File: src/rtl/calc_pkg.sv
// calc_pkg: shared types and constants for the calculator entry sequencer.
// Holds the controller state encoding, the keypad codes the sequencer reacts
// to, and the pattern shown on the display when the ALU times out.
package calc_pkg;

    typedef enum logic [2:0] {
        ENTER_A,
        ENTER_B,
        START,
        WAIT_DONE,
        SHOW,
        ERR
    } calc_state_t;

    localparam logic [3:0] KEY_DIGIT_MAX = 4'h9;
    localparam logic [3:0] KEY_OP        = 4'hA;
    localparam logic [3:0] KEY_BS        = 4'hB;
    localparam logic [3:0] KEY_CLR       = 4'hC;
    localparam logic [3:0] KEY_EQ        = 4'hE;

    localparam logic [15:0] ERR_PATTERN = 16'hEEEE;

    // Codes 0x0-0x9 are numeric digits; everything above is a command or unused.
    function automatic logic is_digit_key(input logic [3:0] code);
        return code <= KEY_DIGIT_MAX;
    endfunction

endpackage

File: src/rtl/calc_sequencer_operand_entry.sv
// operand_entry: one BCD operand register built digit by digit.
// A new digit shifts in at the units position; the digit counter saturates at
// MAX_DIGITS so extra digits are dropped instead of pushing the top digit out.
// shift_back removes the units digit (used for backspace). When clear and load
// arrive together the operand restarts holding just the new digit.
module operand_entry #(
    parameter  int MAX_DIGITS = 3,
    localparam int W          = 4 * MAX_DIGITS,
    localparam int CW         = $clog2(MAX_DIGITS + 1)
) (
    input  logic          clk,
    input  logic          rst,
    input  logic          load,
    input  logic [3:0]    digit,
    input  logic          shift_back,
    input  logic          clear,
    output logic [W-1:0]  value,
    output logic [CW-1:0] count
);

    // Operand shift register and saturating digit counter.
    always_ff @(posedge clk) begin
        if (rst) begin
            value <= '0;
            count <= '0;
        end else if (load && (clear || count < CW'(MAX_DIGITS))) begin
            if (clear) begin
                value <= {{(W-4){1'b0}}, digit};
                count <= CW'(1);
            end else begin
                value <= {value[W-5:0], digit};
                count <= count + 1'b1;
            end
        end else if (clear) begin
            value <= '0;
            count <= '0;
        end else if (shift_back && count != '0) begin
            value <= {4'h0, value[W-1:4]};
            count <= count - 1'b1;
        end
    end

endmodule

File: src/rtl/calc_sequencer.sv
// calc_sequencer: keypad-driven two-operand entry and ALU launch controller.
// Builds operands A and B from digit strobes, launches the ALU on '=', waits
// for its done strobe (with a timeout), and selects the display value.
// Optional feature: define CALC_BACKSPACE_EN to make key 0xB delete the last
// digit of the operand being entered; otherwise 0xB is ignored.
module calc_sequencer
    import calc_pkg::*;
#(
    parameter int MAX_DIGITS     = 3,
    parameter int TIMEOUT_CYCLES = 1024
) (
    input  logic                    clk,
    input  logic                    rst,
    input  logic                    key_valid,
    input  logic [3:0]              key_code,
    input  logic                    alu_done,
    input  logic [15:0]             alu_result,
    output logic [4*MAX_DIGITS-1:0] op_a,
    output logic [4*MAX_DIGITS-1:0] op_b,
    output logic                    alu_start,
    output logic [15:0]             disp_value,
    output logic                    busy,
    output logic                    err
);

    localparam int W  = 4 * MAX_DIGITS;
    localparam int CW = $clog2(MAX_DIGITS + 1);
    localparam int TW = $clog2(TIMEOUT_CYCLES + 1);

    calc_state_t   state;
    logic [15:0]   result;
    logic [TW-1:0] timer;

    logic [CW-1:0] a_count;
    logic [CW-1:0] b_count;

    logic key_digit;
    logic key_op;
    logic key_eq;
    logic key_clr;
`ifdef CALC_BACKSPACE_EN
    logic key_bs;
`endif

    logic         a_load;
    logic         a_clear;
    logic         a_back;
    logic         b_load;
    logic         b_clear;
    logic         b_back;
    logic [W-1:0] a_next;
    logic [W-1:0] b_next;

    // Value an operand register will hold after this edge; lets the display
    // register show the freshly entered digit in the same cycle as the operand.
    function automatic logic [W-1:0] entry_next(
        input logic [W-1:0]  v,
        input logic [CW-1:0] c,
        input logic          ld,
        input logic [3:0]    d,
        input logic          bk,
        input logic          cl
    );
        logic [W-1:0] nv;
        nv = cl ? '0 : v;
        if (ld && (cl || c < CW'(MAX_DIGITS))) begin
            nv = {nv[W-5:0], d};
        end else if (!cl && bk && c != '0) begin
            nv = {4'h0, nv[W-1:4]};
        end
        return nv;
    endfunction

    // Classify the incoming key strobe.
    always_comb begin
        key_digit = key_valid && is_digit_key(key_code);
        key_op    = key_valid && (key_code == KEY_OP);
        key_eq    = key_valid && (key_code == KEY_EQ);
        key_clr   = key_valid && (key_code == KEY_CLR);
`ifdef CALC_BACKSPACE_EN
        key_bs    = key_valid && (key_code == KEY_BS);
`endif
    end

    // Steer digit, backspace and clear actions to the operand registers.
    always_comb begin
        a_load  = 1'b0;
        a_back  = 1'b0;
        b_load  = 1'b0;
        b_back  = 1'b0;
        a_clear = key_clr;
        b_clear = key_clr;
        if (!key_clr) begin
            case (state)
                ENTER_A: begin
                    a_load = key_digit;
`ifdef CALC_BACKSPACE_EN
                    a_back = key_bs;
`endif
                end
                ENTER_B: begin
                    b_load = key_digit;
`ifdef CALC_BACKSPACE_EN
                    b_back = key_bs;
`endif
                end
                SHOW: begin
                    if (key_digit) begin
                        a_clear = 1'b1;
                        b_clear = 1'b1;
                        a_load  = 1'b1;
                    end
                end
                default: begin
                end
            endcase
        end
        a_next = entry_next(op_a, a_count, a_load, key_code, a_back, a_clear);
        b_next = entry_next(op_b, b_count, b_load, key_code, b_back, b_clear);
    end

    operand_entry #(
        .MAX_DIGITS(MAX_DIGITS)
    ) u_entry_a (
        .clk       (clk),
        .rst       (rst),
        .load      (a_load),
        .digit     (key_code),
        .shift_back(a_back),
        .clear     (a_clear),
        .value     (op_a),
        .count     (a_count)
    );

    operand_entry #(
        .MAX_DIGITS(MAX_DIGITS)
    ) u_entry_b (
        .clk       (clk),
        .rst       (rst),
        .load      (b_load),
        .digit     (key_code),
        .shift_back(b_back),
        .clear     (b_clear),
        .value     (op_b),
        .count     (b_count)
    );

    // Sequencer state machine with registered start, busy, error and display.
    always_ff @(posedge clk) begin
        if (rst) begin
            state      <= ENTER_A;
            alu_start  <= 1'b0;
            busy       <= 1'b0;
            err        <= 1'b0;
            disp_value <= '0;
            result     <= '0;
            timer      <= '0;
        end else begin
            alu_start <= 1'b0;
            if (key_clr) begin
                state      <= ENTER_A;
                busy       <= 1'b0;
                err        <= 1'b0;
                timer      <= '0;
                disp_value <= 16'(a_next);
            end else begin
                case (state)
                    ENTER_A: begin
                        if (key_op) begin
                            state      <= ENTER_B;
                            disp_value <= 16'(b_next);
                        end else begin
                            disp_value <= 16'(a_next);
                        end
                    end
                    ENTER_B: begin
                        if (key_eq) begin
                            state      <= START;
                            alu_start  <= 1'b1;
                            busy       <= 1'b1;
                            disp_value <= 16'(op_b);
`ifdef CALC_BACKSPACE_EN
                        end else if (key_bs && b_count == '0) begin
                            state      <= ENTER_A;
                            disp_value <= 16'(a_next);
`endif
                        end else begin
                            disp_value <= 16'(b_next);
                        end
                    end
                    START: begin
                        state      <= WAIT_DONE;
                        timer      <= '0;
                        disp_value <= 16'(op_b);
                    end
                    WAIT_DONE: begin
                        if (alu_done) begin
                            state      <= SHOW;
                            busy       <= 1'b0;
                            result     <= alu_result;
                            disp_value <= alu_result;
                        end else if (timer == TW'(TIMEOUT_CYCLES - 1)) begin
                            state      <= ERR;
                            busy       <= 1'b0;
                            err        <= 1'b1;
                            disp_value <= ERR_PATTERN;
                        end else begin
                            timer      <= timer + 1'b1;
                            disp_value <= 16'(op_b);
                        end
                    end
                    SHOW: begin
                        if (key_digit) begin
                            state      <= ENTER_A;
                            disp_value <= 16'(a_next);
                        end else begin
                            disp_value <= result;
                        end
                    end
                    ERR: begin
                        disp_value <= ERR_PATTERN;
                    end
                    default: begin
                        state <= ENTER_A;
                    end
                endcase
            end
        end
    end

endmodule

File: config.mk
export PLATFORM = sky130hd
export DESIGN_NAME = calc_sequencer
export DESIGN_NICKNAME = d
export VERILOG_FILES = /design/src/rtl/calc_pkg.sv /design/src/rtl/calc_sequencer_operand_entry.sv /design/src/rtl/calc_sequencer.sv
export SDC_FILE = /design/constraint.sdc
export NUM_CORES = 1
export LEC_CHECK = 0
export ABC_AREA = 1
export BUFFER_PORTS_ARGS = -buffer_cell sky130_fd_sc_hd__buf_2
export CORE_MARGIN = 4
export CORE_UTILIZATION = 60
export DETAILED_ROUTE_END_ITERATION = 10
export PLACE_DENSITY_LB_ADDON = 0.3
export SYNTH_ARGS = -nofsm -noshare
export SYNTH_HDL_FRONTEND = slang
export SYNTH_SLANG_ARGS = --single-unit
File: constraint.sdc
create_clock -name clk -period 4.5 [get_ports clk]
set_input_delay 0.45 -clock clk [delete_from_list [all_inputs] [get_ports clk]]
set_output_delay 0.45 -clock clk [all_outputs]
set_load 0.05 [all_outputs]
* Word-level counts from Yosys, hierarchy flattened *
Cells that the tools add are included.

word-level totals
  register bits = 77
  input port bits = 24
  word-level logic and storage cells = 100

cells by class
  add/subtract/negate cells = 3
  $lt $le $gt $ge = 3
  equality and inequality tests = 15
  mux-type cells = 41
  bitwise gates (word level) = 4
  reductions and logical operators = 22

operator list
  kind                                             count
  two-way mux 12 bit                               11
  case mux 16 bit (6 select lines)                 1
  two-way mux 16 bit                               3
  two-way mux 11 bit                               2
  case mux 11 bit (2 select lines)                 1
  case mux 3 bit (6 select lines)                  1
  two-way mux 3 bit                                5
  == test 4 bit, second input constant             3
  AND reduction 3 bit                              4
  adder 11 x 1 -> 11 bit, second input constant    1
  == test 11 x 10 -> 1 bit, second input constant  1
  two-way mux 1 bit                                10
  two-way mux 2 bit                                5
  != test 2 bit, second input constant             5
  nonzero test 2 bit                               4
  nonzero test 7 bit                               1
  == test 3 x 2 -> 1 bit, second input constant    2
  == test 3 bit, second input constant             2
  logical AND 1 bit                                6
  nonzero test 6 bit                               1
  AND reduction 5 bit                              1
  adder 2 x 1 -> 2 bit, second input constant      2
  <= comparator 4 bit, second input constant       1
  < comparator 2 bit, second input constant        2
  8 further kinds                                  13

* Longest topological paths before layout *
Gate-level depths: netlist (run 1).

  depth after elaboration = 11
  mapped depth = 15
  gate-level depth less buffers = 15

* Hierarchy *
Synthesis (run 1) repeated with hierarchy kept, for this count alone.

unflattened totals
  cell total of the unflattened synthesis = 812
  area, all modules = 5098.6 µm²

modules (own cells, without submodules)
  module          times used  cells an instance  area an instance (µm²)  seq. area each (µm²)
  calc_sequencer  1           548                3349.5                  980.9
  operand_entry   2           132                874.6                   280.3

* Least setup slack after synthesis (run 1) *
No wires, ideal clock.

  path type = reg-to-reg
  start = reg state[1]
  end = reg disp_value[1]
  data arrival time = 1768 ps
  required time = 4374 ps
  setup slack = 2606 ps
  cell stages (with the launch flop) = 9
  buffers on the path = 1
  period minus slack after synthesis = 1894 ps
  cell sequence = dfxtp_1 -> inv_2 -> ha_1 -> o21bai_1 -> nor3_2 -> inv_2 -> clkbuf_1 -> o21ai_0 -> a21oi_1

between the ends
  longest elaborated chain between the ends = 9

RTL lines
  item                                        line                                         RTL
  from (decl)                                 calc_sequencer.sv:30                         calc_state_t state;
  from (signal assigned)                      calc_sequencer.sv:151                        state <= ENTER_A;
  from (signal assigned)                      calc_sequencer.sv:161                        state <= ENTER_A;
  from (signal assigned)                      calc_sequencer.sv:170                        state <= ENTER_B;
  == test 3 bit                               calc_sequencer.sv:94, calc_sequencer.sv:167
  two-way mux 1 bit                           calc_sequencer.sv:94                         case (state)
  two-way mux 1 bit                           calc_sequencer.sv:93                         if (!key_clr) begin
  logical OR 1 bit                            calc_sequencer.sv:66                         if (ld && (cl || c < CW'(MAX_DIGITS))) begin
  logical AND 1 bit                           calc_sequencer.sv:66
  two-way mux 12 bit                          calc_sequencer.sv:66
  two-way mux 16 bit (tied with other cells)  calc_sequencer.sv:213                        if (key_digit) begin
  case mux 16 bit (6 select lines)            calc_sequencer.sv:167                        case (state)
  two-way mux 12 bit                          calc_sequencer.sv:160                        if (key_clr) begin
  to (signal assigned)                        calc_sequencer.sv:171                        disp_value <= 16'(b_next);
  to (signal assigned)                        calc_sequencer.sv:215                        disp_value <= 16'(a_next);
  to (signal assigned)                        calc_sequencer.sv:217                        disp_value <= result;
  to (decl)                                   calc_sequencer.sv:21                         output logic [15:0] disp_value,

Parallel ways exist; a longest one is shown, timed or not.
A chain may end at the register's enable or synchronous reset.

* Final worst setup path (run 1) *
  start = reg state[2]
  end = reg disp_value[9]

Same word-level chain as after synthesis.

==> results of run 1 <==
==> stage by stage <==
step	instances	hold slack, ns	total power, mW	utilization (%)
4_1_cts	767	0.331	1.82	69.0
2_1_floorplan	624	0.425	1.22	-
3_5_place_dp	751	0.443	1.36	66.5
3_3_place_gp	751	0.435	1.35	66.5
5_1_grt	767	0.330	1.93	69.0
6_report	767	0.331	1.82	69.0
==> cells in the mapped netlist (2+ instances only) <==
cell type	number	area, um^2
inv_1	44	165
buf_4	7	52.6
a21oi_1	82	410
a221oi_1	3	26.3
nor3_1	2	10.0
o21ai_1	11	55.1
nand2_1	181	679
nand3_4	2	35.0
o2111ai_1	4	35.0
o221ai_1	7	61.3
nand2_4	3	33.8
buf_2	3	15.0
clkinv_1	3	11.3
ha_1	6	75.1
clkbuf_1	8	30.0
nor2_1	64	240
nand2_2	3	18.8
a22o_1	2	17.5
nor2_2	6	37.5
nor2_4	3	33.8
inv_2	11	41.3
nand3_1	30	150
nand3_2	3	30.0
o211ai_1	2	15.0
nand4_1	6	37.5
dfxtp_1	77	1540
o21ai_0	37	185
==> registers in the layout, summed over array words and instances (netlist names) <==
signal           flops
disp_value          16
result              16
u_entry_a.value     12
u_entry_b.value     12
timer               11
state                3
u_entry_a.count      2
u_entry_b.count      2
alu_start            1
busy                 1
err                  1
==> kinds of logic after synthesis <==
| logic type | Yosys count | synth area share [%] |
|---|---|---|
| and+or+nand+nor | 306 | 32.3 |
| DFF | 77 | 37.0 |
| AOI/OAI and AO/OA | 156 | 20.9 |
| adders and majority gates | 6 | 1.80 |
| buffers and inverters | 79 | 8.05 |
==> power groups by stage <==
| stage | Combinational (mW) | Clock, mW | Sequential, mW |
|---|---|---|---|
| 2_1_floorplan | 0.374 | 0 | 0.851 |
| 3_3_place_gp | 0.569 | 0 | 0.778 |
| 3_5_place_dp | 0.577 | 0 | 0.779 |
| 4_1_cts | 0.580 | 0.475 | 0.764 |
| 5_1_grt | 0.642 | 0.513 | 0.769 |
| 6_report | 0.590 | 0.470 | 0.765 |
==> worst max-delay path, stage by stage, from the launching register on <==
cell     delay, ns
dfxtp_1       0.59
inv_2         0.19
ha_1          0.32
inv_1         0.05
nand2_1       0.30
nor2_1        0.58
nor2_1        0.15
nor2_1        0.15
o21ai_1       0.11
a21oi_1       0.18
==> cells in the final DEF (no fill, tap or decap), types with 3 or more instances in the layout <==
cell and n:
ha_1 6, o2111ai_1 4, o21ai_0 37, nand4_1 6
nand2_2 3, buf_2 66, o21ai_1 11, clkinv_1 3
dfxtp_1 77, clkbuf_8 9, inv_1 44, clkinvlp_4 3
nor2_4 3, nand3_2 3, a221oi_1 3, nand2_1 181
nor2_1 64, a21oi_1 82, nand3_1 30, inv_2 11
nand2_4 3, o221ai_1 7, nor2_2 6
==> final timing paths <==
check	startpoint	end	cells after the start
worst max-delay path	state[2]$_SDFFE_PP0P_	disp_value[9]$_SDFFE_PP0P_	9
worst max register to register	state[2]$_SDFFE_PP0P_	disp_value[9]$_SDFFE_PP0P_	9
worst min-delay path	alu_result[10]	result[10]$_SDFFE_PP0P_	3
worst min register to register	err$_SDFFE_PP0P_	err$_SDFFE_PP0P_	2
==> per-layer routing <==
layer | up-vias | wire length (um)
li1 | 2175 | -
met1 | 2041 | 5160
met2 | 230 | 5390
met3 | 23 | 1020
met4 | 0 | 210
met5 | - | 0
==> cell type report <==
type / count / area (um^2)
inverter: 59 / 223
clock buffer: 11 / 131
timing repair buffer: 67 / 338
clock inverter: 5 / 36.3
fill: 590 / 2100
tap: 80 / 100
sequential: 77 / 1540
multi-input combinational: 468 / 2290
==> reports/qor.txt, run 1 <==
Reg2Reg Setup Slack: 1.76 ns
Antenna Nets Post-Route: 0
Non-Filler Cell Area, Final: 4660 um^2
Unique cell type count in the Yosys netlist: 41
Clock buffer depth: 2
Area Growth Syn to Fin: 11.8%
Post-CTS sizing: 0
Largest net degree at the start of global routing: 42
Synth Area per Inst: 6.68 um^2
Setup TNS: 0 ns
Total die area: 8340 um^2
Final setup violation count: 0
Period utilization: 60.8%
# nets final: 712
Clk pwr share: 25.7%
Routed vias/inst: 5.83
Layer with the highest usage: met2
EDFF count, synth: 0
WL final: 11.8 mm
VDD IR-drop max: 0.000252 V
Placer congestion estimate: 0.956
Post-DP HPWL: 8.73 mm
# DRC: 0
Clock root cell: clkbuf_8
Port Buffers: 66
First-pass GRT wire length: 19.3 mm
M2 GR Usage: 43.5%
Post-CTS Hold Buffers: 0
Worst-path clk slew: 0.09 ns
Setup ws final: 1.76 ns
Final Critical Period: 2.74 ns
Total core area: 6760 um^2
DIE WIDTH: 91.3 um
H-tree depth: 3
Status: completed
Clock Skew: 0.0109 ns
Antenna violations before repair: 0
Logic gate share of total power: 32.3%
Dpl cell area: 4490 um^2
Vias: 4469
Fraction of registers with async set/reset: 0%
Syn Std Cell Area: 4170 um^2
DP Worst Slack: 1.83 ns
Critical path arrival: 3.01 ns
Worst-Margin Slew: 1.10 ns
RSZ-0062 raised after global routing: false
Cell-internal power: 1.06 mW
Total global-route track usage: 28.5%
Mapped Nets: 654
Reg power frac: 41.9%
Die H: 91.3 um
Leak: 2.14 nW
Tightest Hold Check Type: in2reg
Slew headroom: 26.8%
Total number of yosys warnings: 0
Startpoint types: flip-flop
Sequential area share after synthesis: 37.0%
Drt initial violations: 535
Req. time, crit path: 4.78 ns
Diode count: 0
Layout cell share with drive strength beyond 1: 16.9%
Crit Path Class: reg2reg
Post-Synthesis Cells: 624
Worst-Skew Late Latency: 0.36 ns
Sw Ratio: 41.9%
Vias in the first global route: 3968
Synthesized flop and latch total: 77
Average wire per standard cell: 15.3 um
Synth Flop Type: dfxtp_1
Post-CTS Setup Inserts: 0
Max FO, Critical Path: 12
Total gr overflow: 0
Max-Cap Viols: 0
TritonCTS clock tree: done
DRT Pass-1 Iters: 5
I/O pin cnt: 67
Slew Limit Fails: 0
Psw: 0.765 mW
Hold Fails Final Rpt: 0
Pwr Density: 392 nW/um^2
GR Util met3: 5.72%
Maximum clock rate: 366 MHz
CP endpoint kind: flip-flop
Met1 usage: 39.8%
FP Rows: 30
CTS Buf Count: 9
CTS sink count: 77
Starting Density: 61.7%
Power figures use the tool's default switching activity.
==> run 2: changes to the inputs <==
Settings changed: CORE_UTILIZATION 60 to 51.
Clock period 4.5 ns to 2.27 ns, I/O delays scaled along.
==> run 2 against run 1 <==
Effect of this change:
- clock power rose by 140%
- critical path type unchanged
- combinational power rose by 120%
- worst hold slack got worse by 0.23 ns
- critical endpoint is now disp_value[7]$_SDFFE_PP0P_
==> reports/qor.txt, run 2 (synthesis results as in run 1) <==
Largest regs: disp_value (16), result (16)
Commonest non-fill, non-tap cell in the layout: nand2_1
Port Buffers: 66 (unchanged)
Worst-path clk slew: 0.09 ns (about the same)
Final Non-Filler Cells: 803 (+4.7%)
Logic gate share of total power: 33.5% (+1.2 points)
Reg2Reg Setup Slack: 0.21 ns (-1.56 ns)
Area Growth Syn to Fin: 16.9%
Vias in the first global route: 4220 (+6.4%)
Total gr overflow: 0 (unchanged)
Setup TNS: 0 ns (unchanged)
Post-CTS sizing: 0 (unchanged)
Critical path arrival: 2.36 ns (-0.65 ns)
Worst R2R End: disp_value[7]$_SDFFE_PP0P_
Critical R2R Launch: state[0]$_SDFFE_PP0P_
Post-Route Utilization: 62.1% (-6.9 points)
Startpoint types: flip-flop
Antenna Nets Post-Route: 0 (unchanged)
Post-CTS Hold Buffers: 0 (unchanged)
Worst R2R Path Depth: 10 (+1)
DP Worst Slack: 0.168 ns (-1.66 ns)
Hold Crit Start: alu_result[7]
Dpl cells: 787 (+4.8%)
Placer congestion estimate: 0.955 (about the same)
Total die area: 9680 um^2 (+16%)
TritonCTS clock tree: done
Hold Fails Final Rpt: 0 (unchanged)
Post-CTS Setup Inserts: 0 (unchanged)
Max-Cap Viols: 0 (unchanged)
CTS sink count: 77 (unchanged)
Psw: 1.58 mW (+110%)
Setup ws final: 0.209 ns (-1.56 ns)
Max FO, Critical Path: 11 (-1)
DRT Pass-1 Iters: 5 (unchanged)
Routed vias/inst: 5.61 (-3.8%)
# DRC: 0 (unchanged)
Antenna violations before repair: 0 (unchanged)
Sw Ratio: 40.0% (-1.9 points)
Diode count: 0 (unchanged)
Worst-Margin Slew: 0.789 ns (-0.308 ns)
Slew headroom: 47.2% (+20 points)
VDD IR-drop max: 0.000512 V (+100%)
Req. time, crit path: 2.57 ns (-2.21 ns)
Starting Density: 53.1% (-8.6 points)
Total core area: 7850 um^2 (+16%)
Clock root cell: clkbuf_8
Total global-route track usage: 25.2% (-3.3 points)
Drt initial violations: 385 (-28%)
Pwr Density: 811 nW/um^2 (+110%)
Post-DP HPWL: 9.09 mm (+4.1%)
DIE WIDTH: 98.4 um (+7.7%)
Crit path launch: state[0]$_SDFFE_PP0P_
Clock buffer depth: 2 (unchanged)
Crit Path Class: reg2reg
I/O pin cnt: 67 (unchanged)
Cell-internal power: 2.37 mW (+120%)
Most frequent cells in the layout: nand2_1, a21oi_1, dfxtp_1, buf_2, nor2_1
Clk pwr share: 28.7% (+3.0 points)
H-tree depth: 3 (unchanged)
Layout cell share with drive strength beyond 1: 19.1% (+2.2 points)
Final setup violation count: 0 (unchanged)
FP Rows: 32 (+6.7%)
Clock Skew: 0.0126 ns (+0.00170 ns)
Average wire per standard cell: 15.2 um (-1.1%)
Hold Path End: result[7]$_SDFFE_PP0P_
Tightest Hold Check Type: in2reg
Final Critical Period: 2.06 ns (-0.675 ns)
# nets final: 726 (+2.0%)
WL final: 12.2 mm (+3.6%)
Period utilization: 90.8% (+30 points)
Slew Limit Fails: 0 (unchanged)
CP endpoint kind: flip-flop
Vias: 4501 (+0.72%)
Worst-Skew Late Latency: 0.36 ns (about the same)
Status: completed
RSZ-0062 raised after global routing: false
Reg power frac: 37.8% (-4.1 points)
First-pass GRT wire length: 20.0 mm (+3.8%)
Leak: 2.25 nW (+5.1%)
Largest net degree at the start of global routing: 30 (-29%)
CTS Buf Count: 9 (unchanged)
Maximum clock rate: 485 MHz (+33%)
Hold path depth: 3 (unchanged)
Die H: 98.4 um (+7.7%)
==> run 2: changes by cell type in the layout (fill, tap and decap cells not counted), sizes merged <==
cell,delta
clkinv,+1
buf,+14
bufinv,+1
inv,+1
clkinvlp,-3
==> run 2: final cells by class <==
type / count / area [um^2]
fill: 740 / 2980
timing repair buffer: 81 / 455
sequential: 77 / 1540
multi-input combinational: 468 / 2310
tap: 102 / 128
clock buffer: 11 / 151
clock inverter: 5 / 65.1
inverter: 59 / 223
==> run 2: metrics by stage <==
step,cell area [um^2],total power [mW],hold WS (ns)
floorplan,4170,2.43,0.354
global placement,4640,2.78,0.436
detailed placement,4640,2.80,0.442
CTS,4850,3.93,0.0920
global route,4870,4.13,0.106
finish,4870,3.95,0.106
==> run 2: worst max-delay path by stage <==
stage,end
2_1_floorplan,disp_value[1]$_SDFFE_PP0P_
3_3_place_gp,disp_value[5]$_SDFFE_PP0P_
3_5_place_dp,disp_value[7]$_SDFFE_PP0P_
4_1_cts,disp_value[7]$_SDFFE_PP0P_
5_1_grt,disp_value[7]$_SDFFE_PP0P_
6_report,disp_value[7]$_SDFFE_PP0P_
==> run 2: per-layer routing <==
metal | global-route usage, % | part of all wire, % | up-vias
li1 | - | - | 2211
met4 | 8.40 | 1.6 | 0
met3 | 4.79 | 8.4 | 23
met2 | 39.7 | 45 | 223
met5 | 0 | 0 | -
met1 | 34.9 | 45 | 2044
==> run 2: worst max-delay path, cell delays in order, from the launching register on <==
cell and delay [ns]:
dfxtp_1 0.47, nand2_1 0.13, nor2_2 0.13, inv_2 0.08
nor2_1 0.61, nand2_1 0.14, nand3_1 0.13, nand2_1 0.07
nand2_1 0.07, nand2_1 0.05, a21oi_1 0.13
==> run 2: power by group through the flow <==
stage	combinational [mW]	sequential (mW)	clock (mW)
after global placement	1.26	1.52	0
after detailed placement	1.28	1.52	0
after floorplan	0.741	1.69	0
after CTS	1.28	1.49	1.15
after global routing	1.44	1.50	1.20
final	1.32	1.49	1.14
==> run 3: changes to the inputs <==
Settings changed: BUFFER_PORTS_ARGS -buffer_cell sky130_fd_sc_hd__buf_2 to -buffer_cell sky130_fd_sc_hd__clkbuf_2, SKIP_LAST_GASP set to 1.
==> run 3 against run 2 <==
Effect of this change:
- fmax rose by 0.85%
- non-clock buffer count fell by 2
- critical path depth rose by 5
- wire length fell by 2.3%
- clock skew barely moved
- sequential share of layout area rose by 0.46 points
- clock power fell by 18%
- sequential power barely moved
- total power fell by 6.6%
- combinational power fell by 6%
- via count fell by 3.4%
- critical path type unchanged
- largest cell class unchanged
- highest routed layer unchanged
==> reports/qor.txt, run 3 (synthesis results as in run 1) <==
Status: completed
Worst-path clk slew: 0.09 ns (about the same)
GR Util met3: 3.79% (-1.0 points)
H-tree depth: 3 (unchanged)
Most numerous cell on the critical path: nand2_1
Vias in the first global route: 4026 (-4.6%)
Slowest CP cell: dfxtp_1
Tightest Hold Check Type: in2reg
Drt initial violations: 300 (-22%)
VDD IR-drop max: 0.000404 V (-21%)
Reg2Reg Setup Slack: 0.23 ns (+0.02 ns)
# DRC: 0 (unchanged)
Vias: 4348 (-3.4%)
Critical path arrival: 2.26 ns (-0.10 ns)
Clock buffer depth: 2 (unchanged)
Filler instances: 782 (+5.7%)
Worst-Margin Slew: 0.727 ns (-0.0618 ns)
CTS Buf Count: 9 (unchanged)
Antenna Nets Post-Route: 0 (unchanged)
Clock Skew: 0.0128 ns (+0.000121 ns)
Diode count: 0 (unchanged)
Period utilization: 90.0% (-0.76 points)
I/O pin cnt: 67 (unchanged)
Layout cell share with drive strength beyond 1: 18.7% (-0.37 points)
Max FO, Critical Path: 29 (+18)
WL final: 11.9 mm (-2.3%)
Max-Cap Viols: 0 (unchanged)
Final setup violation count: 0 (unchanged)
Hold Fails Final Rpt: 0 (unchanged)
FF+latch area: 1540 um^2 (about the same)
Total die area: 9680 um^2 (unchanged)
Routed vias/inst: 5.43 (-3.2%)
Maximum clock rate: 489 MHz (+0.85%)
Cell-internal power: 2.17 mW (-8.6%)
Total gr overflow: 0 (unchanged)
Logic gate share of total power: 33.6% (about the same)
First-pass GRT wire length: 19.9 mm (-0.93%)
Multi-input gate area: 2300 um^2 (-0.11%)
Total global-route track usage: 24.9% (-0.36 points)
Die H: 98.4 um (unchanged)
Setup TNS: 0 ns (unchanged)
Most frequent cells in the layout: nand2_1, a21oi_1, dfxtp_1, clkbuf_2, nor2_1
M2 GR Usage: 38.0% (-1.7 points)
Placer congestion estimate: 0.943 (-1.3%)
Average wire per standard cell: 14.9 um (-2.0%)
Area Growth Syn to Fin: 15.3%
DIE WIDTH: 98.4 um (unchanged)
Slew headroom: 51.4% (+4.1 points)
CTS sink count: 77 (unchanged)
DRT Pass-1 Iters: 5 (unchanged)
Reg power frac: 41.1% (+3.3 points)
Total core area: 7850 um^2 (unchanged)
Crit Path Class: reg2reg
Sw Ratio: 41.2% (+1.3 points)
Startpoint types: flip-flop
CP peak stage delay: 0.38 ns (-0.23 ns)
Clock root cell: clkbuf_8
Clk pwr share: 25.3% (-3.4 points)
Commonest non-fill, non-tap cell in the layout: nand2_1
Crit path cell chain: nor2_4, nand2_4, nor2_2, nor2_2, buf_12, nand2_1, inv_2, nand2_1, nand2_1, nand2_1, nand2_1, nor2_1, nand2_1, nand2_1, a21oi_1
Met1 usage: 36.2% (+1.3 points)
Slew Limit Fails: 0 (unchanged)
Layer with the highest usage: met2
Antenna violations before repair: 0 (unchanged)
Psw: 1.52 mW (-3.6%)
RSZ-0062 raised after global routing: false
Final Critical Period: 2.04 ns (-0.0173 ns)
Leak: 2.18 nW (-3.2%)
Starting Density: 53.1% (unchanged)
TritonCTS clock tree: done
Worst-Skew Late Latency: 0.35 ns (about the same)
Largest regs: disp_value (16), result (16)
Port Buffers: 66 (unchanged)
# nets final: 724 (-0.28%)
Top cell family by delay on the critical path: simple AND/OR/NAND/NOR gates
CP endpoint kind: flip-flop
Largest net degree at the start of global routing: 41 (+37%)
Hold slack: 0.107 ns (+0.00111 ns)
Pwr Density: 768 nW/um^2 (-5.3%)
Bufs and invs on worst path: 2 (+1)
Post-DP HPWL: 8.99 mm (-1.1%)
Req. time, crit path: 2.48 ns (-0.09 ns)
FP Rows: 32 (unchanged)
-- run 3: changes by cell type in the layout (fill, tap and decap cells not counted), sizes merged --
cell / previous run / this run
inv: 57 / 56
bufinv: 1 / 0
clkbuf: 11 / 76
buf: 81 / 13
clkinv: 6 / 7
clkinvlp: 0 / 2
-- run 3: area by class of cell --
type	count	share of cell area, %
Clock inverter	6	0.807
Tap cell	102	2.66
Timing Repair Buffer	79	9.17
Sequential cell	77	32.1
Clock buffer	10	2.66
Multi-Input combinational cell	468	47.9
Inverter	59	4.64
-- run 3: worst paths after layout --
kind,depth (start not counted),start,to
setup reg to reg,15,state[0]$_SDFFE_PP0P_,disp_value[8]$_SDFFE_PP0P_
hold reg to reg,2,u_entry_a.count[1]$_SDFFE_PP0P_,u_entry_a.count[1]$_SDFFE_PP0P_
setup / recovery,15,state[0]$_SDFFE_PP0P_,disp_value[8]$_SDFFE_PP0P_
hold / removal,3,alu_result[7],result[7]$_SDFFE_PP0P_
-- run 3: metal layers --
metal,vias to the layer above,share of wire (%)
li1,2204,-
met5,-,0
met4,0,1.8
met1,1954,48
met3,22,6.9
met2,168,43
-- run 3: timing repair --
item | in CTS | in global routing
buffers inserted | 0 | 0
setup endpoints to repair | 0 | 10
resized for setup | 0 | 4
hold buffers | 0 | 0
-- run 3: worst min-delay path, cell delays in order --
cell	delay, ns
clkbuf_2	0.09
inv_1	0.05
a21oi_1	0.05
-- run 3: power by group through the flow --
stage          sequential [mW]  combinational, mW  clock [mW]
3_3_place_gp              1.54               1.21           0
3_5_place_dp              1.54               1.22           0
4_1_cts                   1.51               1.23       0.945
2_1_floorplan             1.69              0.741           0
6_report                  1.52               1.24       0.933
5_1_grt                   1.53               1.36        1.01
-- run 3: metrics by stage --
stage / power, mW / worst slack (ns) / area (um^2) / utilization (%) / std cells
floorplan: 2.43 / 0.376 / 4170 / - / 624
global placement: 2.75 / 0.261 / 4620 / 58.9 / 785
detailed placement: 2.76 / 0.199 / 4620 / 58.9 / 785
CTS: 3.68 / 0.128 / 4790 / 61.0 / 801
global route: 3.90 / 0.00358 / 4800 / 61.2 / 801
finish: 3.69 / 0.226 / 4800 / 61.2 / 801
